`src/rtl/caminho_dados_if.sv`:
```
// Control/data bundle between the controle FSM (master) and the datapath (slave).
interface caminho_dados_if #(parameter int unsigned W = 8);
    logic [W-1:0] Dado;
    logic         EnA;
    logic         EnB;
    logic         Sel;
    logic [1:0]   Op;
    logic [1:0]   OpReg;
    logic         Fim;
    logic [W-1:0] Resultado;
    logic         Valido;
    logic         Pronto;
    logic         Ovf;
    logic         Perdido;
    logic         Erro;

    modport master (
        output Dado, EnA, EnB, Sel, Op, OpReg, Fim, Pronto,
        input  Resultado, Valido, Ovf, Perdido, Erro
    );

    modport slave (
        input  Dado, EnA, EnB, Sel, Op, OpReg, Fim, Pronto,
        output Resultado, Valido, Ovf, Perdido, Erro
    );
endinterface

```
`src/rtl/caminho_dados.sv`:
```
// Operand registers, ALU and accumulator R, with a valid/ready result register
// plus sticky overflow, drop and illegal-control flags.
module caminho_dados #(
    parameter int unsigned W = 8
) (
    input logic            clk,
    input logic            rst,
    caminho_dados_if.slave bus
);

    logic signed [W-1:0] a_q, b_q, r_q, res_q;
    logic                valid_q, ovf_q, perdido_q, erro_q, acc_q;

    logic signed [W-1:0] opnd2, alu, r_next;
    logic signed [W:0]   ext_a, ext_o, sum, diff;
    logic                ovf_c, acc_en, cyc_ovf, illegal_op, out_free;

    // ALU at W+1 bits; overflow when the two top bits of the result disagree
    always_comb begin
        opnd2      = bus.Sel ? r_q : b_q;
        ext_a      = {a_q[W-1], a_q};
        ext_o      = {opnd2[W-1], opnd2};
        sum        = ext_a + ext_o;
        diff       = ext_a - ext_o;
        alu        = '0;
        ovf_c      = 1'b0;
        illegal_op = 1'b0;
        case (bus.Op)
            2'b00: alu = a_q;
            2'b01: begin
                alu   = sum[W-1:0];
                ovf_c = sum[W] ^ sum[W-1];
            end
            2'b10: begin
                alu   = diff[W-1:0];
                ovf_c = diff[W] ^ diff[W-1];
            end
            default: illegal_op = 1'b1;
        endcase
    end

    // Next R; only ALU-writing updates contribute to the overflow accumulator
    always_comb begin
        r_next = r_q;
        acc_en = 1'b0;
        case (bus.OpReg)
            2'b00: r_next = r_q;
            2'b01: begin
                r_next = alu;
                acc_en = 1'b1;
            end
            2'b10: begin
                r_next = alu >>> 1;
                acc_en = 1'b1;
            end
            default: r_next = '0;
        endcase
        cyc_ovf  = ovf_c & acc_en;
        out_free = !valid_q || bus.Pronto;
    end

    always_ff @(posedge clk or negedge rst) begin
        if (!rst) begin
            a_q       <= '0;
            b_q       <= '0;
            r_q       <= '0;
            res_q     <= '0;
            valid_q   <= 1'b0;
            ovf_q     <= 1'b0;
            perdido_q <= 1'b0;
            erro_q    <= 1'b0;
            acc_q     <= 1'b0;
        end else begin
            if (bus.EnA) a_q <= bus.Dado;
            if (bus.EnB) b_q <= bus.Dado;
            r_q   <= r_next;
            acc_q <= bus.EnA ? 1'b0 : (acc_q | cyc_ovf);

            // Output register: refill takes priority over the consume-clear
            if (bus.Fim && out_free) begin
                res_q   <= r_next;
                ovf_q   <= acc_q | cyc_ovf;
                valid_q <= 1'b1;
            end else if (bus.Fim) begin
                perdido_q <= 1'b1;
            end else if (valid_q && bus.Pronto) begin
                valid_q <= 1'b0;
            end

            if ((bus.EnA && bus.EnB) || illegal_op) erro_q <= 1'b1;
        end
    end

    assign bus.Resultado = res_q;
    assign bus.Valido    = valid_q;
    assign bus.Ovf       = ovf_q;
    assign bus.Perdido   = perdido_q;
    assign bus.Erro      = erro_q;

endmodule

```
`src/flat_wrapper.sv`:
```
// flat-port wrapper written by rule: the top's interface ports become plain ports
module caminho_dados_flat 
#(
    parameter int unsigned W = 8
)
  (clk, rst, bus_Dado, bus_EnA, bus_EnB, bus_Sel, bus_Op, bus_OpReg, bus_Fim, bus_Pronto, bus_Resultado, bus_Valido, bus_Ovf, bus_Perdido, bus_Erro);
  caminho_dados_if #(.W(W)) bus_i ();
  input logic clk;
  input logic rst;
  input wire logic [$bits(bus_i.Dado)-1:0] bus_Dado;
  input wire logic [$bits(bus_i.EnA)-1:0] bus_EnA;
  input wire logic [$bits(bus_i.EnB)-1:0] bus_EnB;
  input wire logic [$bits(bus_i.Sel)-1:0] bus_Sel;
  input wire logic [$bits(bus_i.Op)-1:0] bus_Op;
  input wire logic [$bits(bus_i.OpReg)-1:0] bus_OpReg;
  input wire logic [$bits(bus_i.Fim)-1:0] bus_Fim;
  input wire logic [$bits(bus_i.Pronto)-1:0] bus_Pronto;
  output wire logic [$bits(bus_i.Resultado)-1:0] bus_Resultado;
  output wire logic [$bits(bus_i.Valido)-1:0] bus_Valido;
  output wire logic [$bits(bus_i.Ovf)-1:0] bus_Ovf;
  output wire logic [$bits(bus_i.Perdido)-1:0] bus_Perdido;
  output wire logic [$bits(bus_i.Erro)-1:0] bus_Erro;
  assign bus_i.Dado = bus_Dado;
  assign bus_i.EnA = bus_EnA;
  assign bus_i.EnB = bus_EnB;
  assign bus_i.Sel = bus_Sel;
  assign bus_i.Op = bus_Op;
  assign bus_i.OpReg = bus_OpReg;
  assign bus_i.Fim = bus_Fim;
  assign bus_i.Pronto = bus_Pronto;
  assign bus_Resultado = bus_i.Resultado;
  assign bus_Valido = bus_i.Valido;
  assign bus_Ovf = bus_i.Ovf;
  assign bus_Perdido = bus_i.Perdido;
  assign bus_Erro = bus_i.Erro;
  caminho_dados #(.W(W)) u_core (.clk(clk), .rst(rst), .bus(bus_i));
endmodule
```
`config.mk`:
```
export PLATFORM = sky130hd
export DESIGN_NAME = caminho_dados_flat
export DESIGN_NICKNAME = d
export VERILOG_FILES = /design/src/rtl/caminho_dados_if.sv /design/src/rtl/caminho_dados.sv /design/src/flat_wrapper.sv
export SDC_FILE = /design/constraint.sdc
export NUM_CORES = 1
export LEC_CHECK = 0
export CAP_MARGIN = 20
export CORE_UTILIZATION = 55
export DETAILED_ROUTE_END_ITERATION = 6
export PLACE_DENSITY = 0.79
export RECOVER_POWER = 50
export SYNTH_ARGS = -nofsm -noshare
export SYNTH_HDL_FRONTEND = slang
export SYNTH_SLANG_ARGS = --single-unit
```
`constraint.sdc`:
```
create_clock -name clk -period 4.85 [get_ports clk]
set_input_delay 1.2125 -clock clk [delete_from_list [all_inputs] [get_ports clk]]
set_output_delay 1.2125 -clock clk [all_outputs]
set_load 0.01 [all_outputs]
```
# == After elaboration in Yosys (flattened, before gate mapping) ==
# Cells that the tools add are included.
# word_totals
out_inout_bits,12
regBits,37
# op_classes
bitwise,5
reduce_logical,13
add_sub_neg,2
n_mux,10
eq_ne,5
# op_table
op,count
$pmux W8 S3,2
$add A8 B8 Y9,1
$sub A8 B8 Y9,1
$mux W8,1
$mux W1,6
$eq A2 B1 Y1 const B,2
$eq A2 B2 Y1 const B,2
$logic_not A2 Y1,2
$reduce_and A2 Y1,2
$logic_and A1 B1 Y1,3
$reduce_or A3 Y1,1
$logic_or A1 B1 Y1,2
$ne A2 B1 Y1 const B,1
$pmux W1 S2,1
$reduce_bool A2 Y1,1
$reduce_or A2 Y1,1
$xor A1 B1 Y1,2
$and A1 B1 Y1,1
$logic_not A1 Y1,1
$not A1 Y1,1
$or A1 B1 Y1,1

# == Longest topological paths before layout ==
# Gate-level depths: netlist of the first run.
# logic_depth
depth_word,7
depth_mapped,11
mapped_depth_nobuf,10

# == Worst setup path after synthesis of the first run ==
# OpenSTA, ideal clock, no wires.
# synth_timing
kind,input -> register
startpoint,input port bus_Sel
endpoint,register u_core.res_q[5] (netlist: u_core.bus.Resultado[5])
path_slack_ns,1.221
setup_time_ns,0.138
arrival_time_ns,3.492
path_stages,10
t_required_ns,4.712
path_cell_list,clkbuf_1 > mux2_2 > ha_1 > fa_1 > nor2b_1 > o2111ai_1 > a31oi_1 > nor3_1 > a221oi_1 > o211ai_1
# synth_via
elab_chain_cells,4
word_cells_on_any_way,5
classes_between,add/sub (2); mux (3)
# synth_lines
element,line_no,source
"start, declared",flat_wrapper.sv:13,input wire logic [$bits(bus_i.Sel)-1:0] bus_Sel;
$mux W8 (*),caminho_dados.sv:20,opnd2 = bus.Sel ? r_q : b_q;
$sub A8 B8 Y9 / $add A8 B8 Y9 (equally long branches),"caminho_dados.sv:24, caminho_dados.sv:23",
$pmux W8 S3 (*),caminho_dados.sv:28,case (bus.Op)
$pmux W8 S3 (*),caminho_dados.sv:46,case (bus.OpReg)
"end signal, assigned",caminho_dados.sv:81,res_q <= r_next;
"end, declared",caminho_dados.sv:11,"logic signed [W-1:0] a_q, b_q, r_q, res_q;"
# Every way passes the cells marked *; elsewhere a longest branch is shown, timed or not.
# A chain may end at the register's enable or synchronous reset.

# == Final worst setup path of the first run ==
# layout_timing
startpoint,input port bus_Sel
endpoint,register u_core.res_q[3] (netlist: u_core.bus.Resultado[3])
# Same word-level chain as after synthesis.

==> summary.md, run 1 <==
| Metric | Value |
|---|---|
| Synthesis Warnings | 0 |
| Total gr overflow | 0 |
| Total Wirelength | 6040 um |
| CP max FO | 8 |
| CTS tree | done |
| Most used DFF post-synth | dfrtp_1 |
| Commonest non-fill, non-tap cell in the layout | dfrtp_1 |
| Worst-margin pin slew | 1.98 ns |
| Cell depth of the worst setup path | 10 |
| DRC viols | 5 |
| DRT antenna net count | 0 |
| CTS buffer count | 5 |
| Initial antenna violation count | 0 |
| Worst setup SP type | input pin |
| Post-CTS Hold Fix Bufs | 0 |
| Power Density | 326 mW/mm^2 |
| Worst clock skew | 0.00949 ns |
| Min cycle time layout | 4.05 ns |
| WP data required | 5.05 ns |
| Worst min path class | reg2reg |
| Post-Syn Area | 0.00259 mm^2 |
| Failing checks | design-rule violations, max-capacitance violations, max-slew violations |
| Root Buffer | clkbuf_8 |
| Sink Count | 37 |
| First-pass GRT wire length | 10000 um |
| Run status | finished, violations left |
| Yosys cell types | 55 |
| Routed len/inst | 17.6 um |
| Mapped Cells | 265 |
| R2r worst-path depth | 9 |
| First drt pass iteration count | 7 |
| Core ar. | 0.00444 mm^2 |
| Async S/R FF share, synth | 100% |
| Largest net degree at the start of global routing | 38 |
| Static Leak | 1.36 nW |
| Layout area overhead | 16.2% |
| Max-slew violation count | 38 |
| Via density | 6.26 |
| Most frequent cells in the layout | dfrtp_1, clkdlybuf4s50_1, nand2_1, ha_1, inv_1 |
| Post-CTS sizing | 0 |
| Avg Cell Area, Syn | 9.78 um^2 |
| Fmax | 247 MHz |
| Period utilisation layout | 83.5% |
| Total Die Area | 0.00499 mm^2 |
| Slowest stage delay, CP | 0.79 ns |
| Fin. Hold Viols | 0 |
| IO buf count | 30 |
| Initial Utilization | 58.3% |
| CP arrival | 4.25 ns |
| Site Rows | 24 |
| WP buf/inv | 1 |
| Max H-tree Level | 2 |
| Fraction of layout cells with a size suffix above 1 | 10.7% |
| Die width | 70.6 um |
| Setup Total Neg Slack | 0 ns |
| Placed Area | 0.00290 mm^2 |
| Synthesized net count | 311 |
| Final instance area | 0.00301 mm^2 |
| Max_slew headroom | -31.7% |
| Hold path cells | 1 |
| DR vias | 2148 |
| Total track usage | 26.3% |
| HPWL Detailed | 4620 um |
| Post-layout util | 67.7% |
| Post-synth EDFFs | 0 |
| Seq/Total Area, Yosys | 35.7% |
| Final hold slack | 0.497 ns |
| Worst path cell trace | clkdlybuf4s50_1, mux2_2, ha_1, fa_1, nor2b_1, o21a_1, nor3_1, o311ai_1, a222oi_1, o31ai_1 |
| Chip Height | 70.6 um |
| Max-Cap Viols | 1 |
| Setup violators final | 0 |
| # diodes | 0 |
| Post-layout net count | 336 |
| Flops & latches, synth | 37 |
| Setup bufs post-CTS | 0 |
| Fill cells | 378 |
| Nature of the critical path endpoint | register |
| Crit Path Category | in2reg |
| Critical-path top delay cell | clkdlybuf4s50_1 |
| Placer congestion estimate | 0.903 |
| Clock Latency Late Sink | 0.30 ns |
| Family with the most delay on the worst path | compound AO/OA/AOI/OAI gates |
| Peak VDD IR | 0.179 mV |
| RSZ-0062 raised after global routing | false |
| IO Count | 31 |
| Initial DRC count | 118 |
| Vias in the first global route | 2076 |
| Clk slew on worst S/H paths | 0.09 ns |
| Clock buffer depth | 2 |
[path summary, 6_finish.rpt]
kind,start,to,slack [ns]
min reg2reg,u_core.bus.Erro$_DFFE_PN0P_,u_core.bus.Erro$_DFFE_PN0P_,0.50
max in group asynchronous,rst,u_core.r_q[3]$_DFF_PN0_,2.26
min in group asynchronous,rst,u_core.a_q[7]$_DFFE_PN0P_,1.46
min,u_core.bus.Erro$_DFFE_PN0P_,u_core.bus.Erro$_DFFE_PN0P_,0.50
max reg2reg,u_core.r_q[1]$_DFF_PN0_,u_core.bus.Resultado[3]$_DFFE_PN0P_,2.23
max,bus_Sel,u_core.bus.Resultado[3]$_DFFE_PN0P_,0.80
[cells in the mapped netlist, types with 7 or more instances]
cell type | n | share of area [%]
ha_1 | 25 | 12
o21ai_0 | 12 | 2.3
clkbuf_1 | 9 | 1.3
nor3_1 | 7 | 1.4
nand2_1 | 25 | 3.6
mux2_2 | 16 | 7.0
dfrtp_1 | 37 | 36
mux2i_1 | 9 | 3.5
nor2_1 | 10 | 1.4
a21oi_1 | 9 | 1.7
inv_1 | 24 | 3.5
[cells by family (layout without fill, tap and decap cells)]
family                     count (synthesis)  in the layout  synth area share, %
muxes                                     25             25                 10.4
DFF                                       37             37                 35.7
AOI/OAI and AO/OA                         70             70                 19.9
xor gates and xnor gates                   7              7                 2.37
buffers and inverters                     36             62                 5.60
adders and majority gates                 27             27                 13.6
and+or+nand+nor                           63             63                 12.3
[power by group]
group | total, mW | internal (mW) | switching, mW
logic | 0.338 | 0.155 | 0.182
clock network | 0.278 | 0.154 | 0.124
registers | 0.366 | 0.341 | 0.0252
total | 0.982 | 0.650 | 0.332
[cell type report]
class                           count  area [um^2]  area share [%]
Sequential cell                    37          926            30.8
Clock inverter                      3         46.3            1.54
Inverter                           24         90.1            2.99
Clock buffer                        5         68.8            2.29
Multi-Input combinational cell    192         1520            50.5
Tap cell                           52         65.1            2.16
Timing Repair Buffer               30          294            9.77
[state kept, by name, summed over array words and instances (netlist names)]
name                  cells
u_core.a_q                8
u_core.b_q                8
u_core.bus.Resultado      8
u_core.r_q                8
u_core.acc_q              1
u_core.bus.Erro           1
u_core.bus.Ovf            1
u_core.bus.Perdido        1
u_core.bus.Valido         1
[routing by layer]
layer  up-vias  share of wire, %  track usage, %
met5         -                 0               0
met4         0               3.6            12.7
met3        16               4.6            3.13
met2        58                48            44.4
met1      1069                43            34.0
li1       1005                 -               -
[metrics by stage]
stage / worst slack (ns) / instances / power, mW
after floorplan: 1.22 / 265 / 0.606
after global placement: 0.603 / 335 / 0.699
after detailed placement: 0.511 / 335 / 0.707
after CTS: 0.813 / 343 / 0.984
after global routing: 0.627 / 343 / 1.04
final: 0.799 / 343 / 0.982
(Power assumes the default switching activity.)
==> inputs of run 2 (changes only) <==
- clock period: 4.85 -> 3.9 ns (I/O delays scaled with it)
==> summary.md, run 2 (same netlist as run 1, synthesis figures left out) <==
| Metric | Value |
|---|---|
| Run status | finished, violations left (unchanged) |
| Failing checks | design-rule violations, max-capacitance violations, max-slew violations (unchanged) |
| Max-Cap Viols | 1 (unchanged) |
| Net switching power | 392 uW (was 332 uW) |
| Gate power share | 35.6% (was 34.4%) |
| WP data required | 4.08 ns (was 5.05 ns) |
| Non-Filler Instances | 347 (was 343) |
| Max_slew headroom | -31.3% (was -31.7%) |
| Total Wirelength | 5880 um (was 6040 um) |
| IO buf count | 30 (unchanged) |
| Clk slew on worst S/H paths | 0.07 ns (was 0.09 ns) |
| Crit Path Category | in2reg (unchanged) |
| HPWL Detailed | 4570 um (was 4620 um) |
| Site Rows | 24 (unchanged) |
| Fraction of layout cells with a size suffix above 1 | 11.9% (was 10.7%) |
| Worst setup SP type | input pin (unchanged) |
| First drt pass iteration count | 7 (unchanged) |
| Max H-tree Level | 2 (unchanged) |
| DR vias | 2106 (was 2148) |
| Initial antenna violation count | 0 (unchanged) |
| Core ar. | 0.00444 mm^2 (unchanged) |
| Worst clock skew | 0.00307 ns (was 0.00949 ns) |
| P_int | 811 uW (was 650 uW) |
| Via density | 6.07 (was 6.26) |
| Fmax | 273 MHz |
| Post-layout util | 68.3% (was 67.7%) |
| Clock Latency Late Sink | 0.28 ns (was 0.30 ns) |
| Post-CTS sizing | 0 (unchanged) |
| Nature of the critical path endpoint | register (unchanged) |
| Peak VDD IR | 0.244 mV (was 0.179 mV) |
| Final instance area | 0.00304 mm^2 (was 0.00301 mm^2) |
| Worst-margin pin slew | 1.97 ns (was 1.98 ns) |
| Initial DRC count | 126 (was 118) |
| Static Leak | 1.38 nW (was 1.36 nW) |
| Power Density | 396 mW/mm^2 (was 326 mW/mm^2) |
| Post-CTS Hold Fix Bufs | 0 (unchanged) |
| Total Die Area | 0.00499 mm^2 (unchanged) |
| Routed len/inst | 16.9 um (was 17.6 um) |
| Most frequent cells in the layout | dfrtp_1, clkdlybuf4s50_1, nand2_1, ha_1, inv_1 (unchanged) |
| Clock buffer depth | 2 (unchanged) |
| Vias in the first global route | 2135 (was 2076) |
| Placer congestion estimate | 0.935 (was 0.903) |
| Placed insts | 340 (was 335) |
| Clk pwr share | 26.6% (was 28.3%) |
| # diodes | 0 (unchanged) |
| IO Count | 31 (unchanged) |
| CP arrival | 3.85 ns (was 4.25 ns) |
| Sink Count | 37 (unchanged) |
| Power, Total | 1.20 mW (was 982 uW) |
| RSZ-0062 raised after global routing | false (unchanged) |
| DRC viols | 5 (unchanged) |
| CTS buffer count | 5 (unchanged) |
| Min cycle time layout | 3.67 ns |
| Setup violators final | 0 (unchanged) |
| Seq pwr share | 37.8% (was 37.3%) |
| Fill cells | 369 (was 378) |
| Placed Area | 0.00293 mm^2 (was 0.00290 mm^2) |
| Setup bufs post-CTS | 0 (unchanged) |
| Die width | 70.6 um (unchanged) |
| Fin. Hold Viols | 0 (unchanged) |
| CTS tree | done (unchanged) |
| Period utilisation layout | 94.0% |
| Largest net degree at the start of global routing | 38 (unchanged) |
| Initial Utilization | 58.3% (unchanged) |
| Max-slew violation count | 38 (unchanged) |
| Post-layout net count | 341 (was 336) |
| Commonest non-fill, non-tap cell in the layout | dfrtp_1 (unchanged) |
| Worst min path class | reg2reg (unchanged) |
| Multi-input gate area | 0.00152 mm^2 (unchanged) |
| Root Buffer | clkbuf_8 (unchanged) |
| DRT antenna net count | 0 (unchanged) |
| First-pass GRT wire length | 9870 um (was 10000 um) |
| Chip Height | 70.6 um (unchanged) |
| Total gr overflow | 0 (unchanged) |
| Total track usage | 25.4% (was 26.3%) |
| Reg area | 926 um^2 (unchanged) |
| CP max FO | 5 (was 8) |
| Layout area overhead | 17.2% (was 16.2%) |
| Sw frac | 32.6% (was 33.8%) |
## run 2: changes by cell type in the layout (fill, tap and decap cells not counted)
cell	before	now
clkinv_2	0	1
clkinvlp_4	1	0
buf_4	0	5
clkinv_4	1	0
## run 2: metrics by stage
stage / setup TNS, ns / hold slack (ns) / setup WS, ns
floorplan: 0 / 0.455 / 0.508
global placement: 0 / 0.459 / 0.0492
detailed placement: -0.0577 / 0.474 / -0.0275
CTS: 0 / 0.491 / 0.246
global route: 0 / 0.529 / 0.0701
finish: 0 / 0.487 / 0.233
## run 2: area by class of cell
type                       count  area share (%)
multi-input combinational    192            50.1
sequential                    37            30.5
timing repair buffer          35            10.9
inverter                      24            2.97
clock buffer                   5            2.27
tap                           52            2.14
clock inverter                 2            1.15
## run 2: final timing paths
path | startpoint | to | slack (ns) | depth (start not counted)
setup / recovery | bus_Sel | u_core.bus.Resultado[3]$_DFFE_PN0P_ | 0.23 | 10
hold / removal | u_core.bus.Resultado[1]$_DFFE_PN0P_ | u_core.bus.Resultado[1]$_DFFE_PN0P_ | 0.49 | 2
setup reg to reg | u_core.r_q[0]$_DFF_PN0_ | u_core.bus.Resultado[3]$_DFFE_PN0P_ | 1.31 | 9
hold reg to reg | u_core.bus.Resultado[1]$_DFFE_PN0P_ | u_core.bus.Resultado[1]$_DFFE_PN0P_ | 0.49 | 2
max in group asynchronous | rst | u_core.bus.Resultado[4]$_DFFE_PN0P_ | 1.53 | 1
min in group asynchronous | rst | u_core.a_q[7]$_DFFE_PN0P_ | 1.24 | 1
## run 2: power by group through the flow
stage | Sequential, mW | Clock, mW | Combinational (mW)
5_1_grt | 0.460 | 0.342 | 0.472
3_5_place_dp | 0.463 | 0 | 0.424
2_1_floorplan | 0.459 | 0 | 0.295
4_1_cts | 0.455 | 0.325 | 0.426
3_3_place_gp | 0.461 | 0 | 0.415
6_report | 0.455 | 0.320 | 0.429
## run 2: critical path: stages
cell and delay, ns:
clkdlybuf4s50_1 0.66, mux2_2 0.40, ha_1 0.21, fa_1 0.41, nor2b_1 0.20, o21a_1 0.16, nor3_1 0.05, o311ai_1 0.33
a222oi_1 0.17, o31ai_1 0.27
## run 2: metal layers
metal / share of wire [%] / vias to the layer above / global-route usage [%]
met5: 0 / - / 0
met4: 1.4 / 0 / 8.67
met3: 3.2 / 8 / 3.85
met2: 51 / 45 / 44.6
met1: 45 / 1034 / 32.3
li1: - / 1019 / -
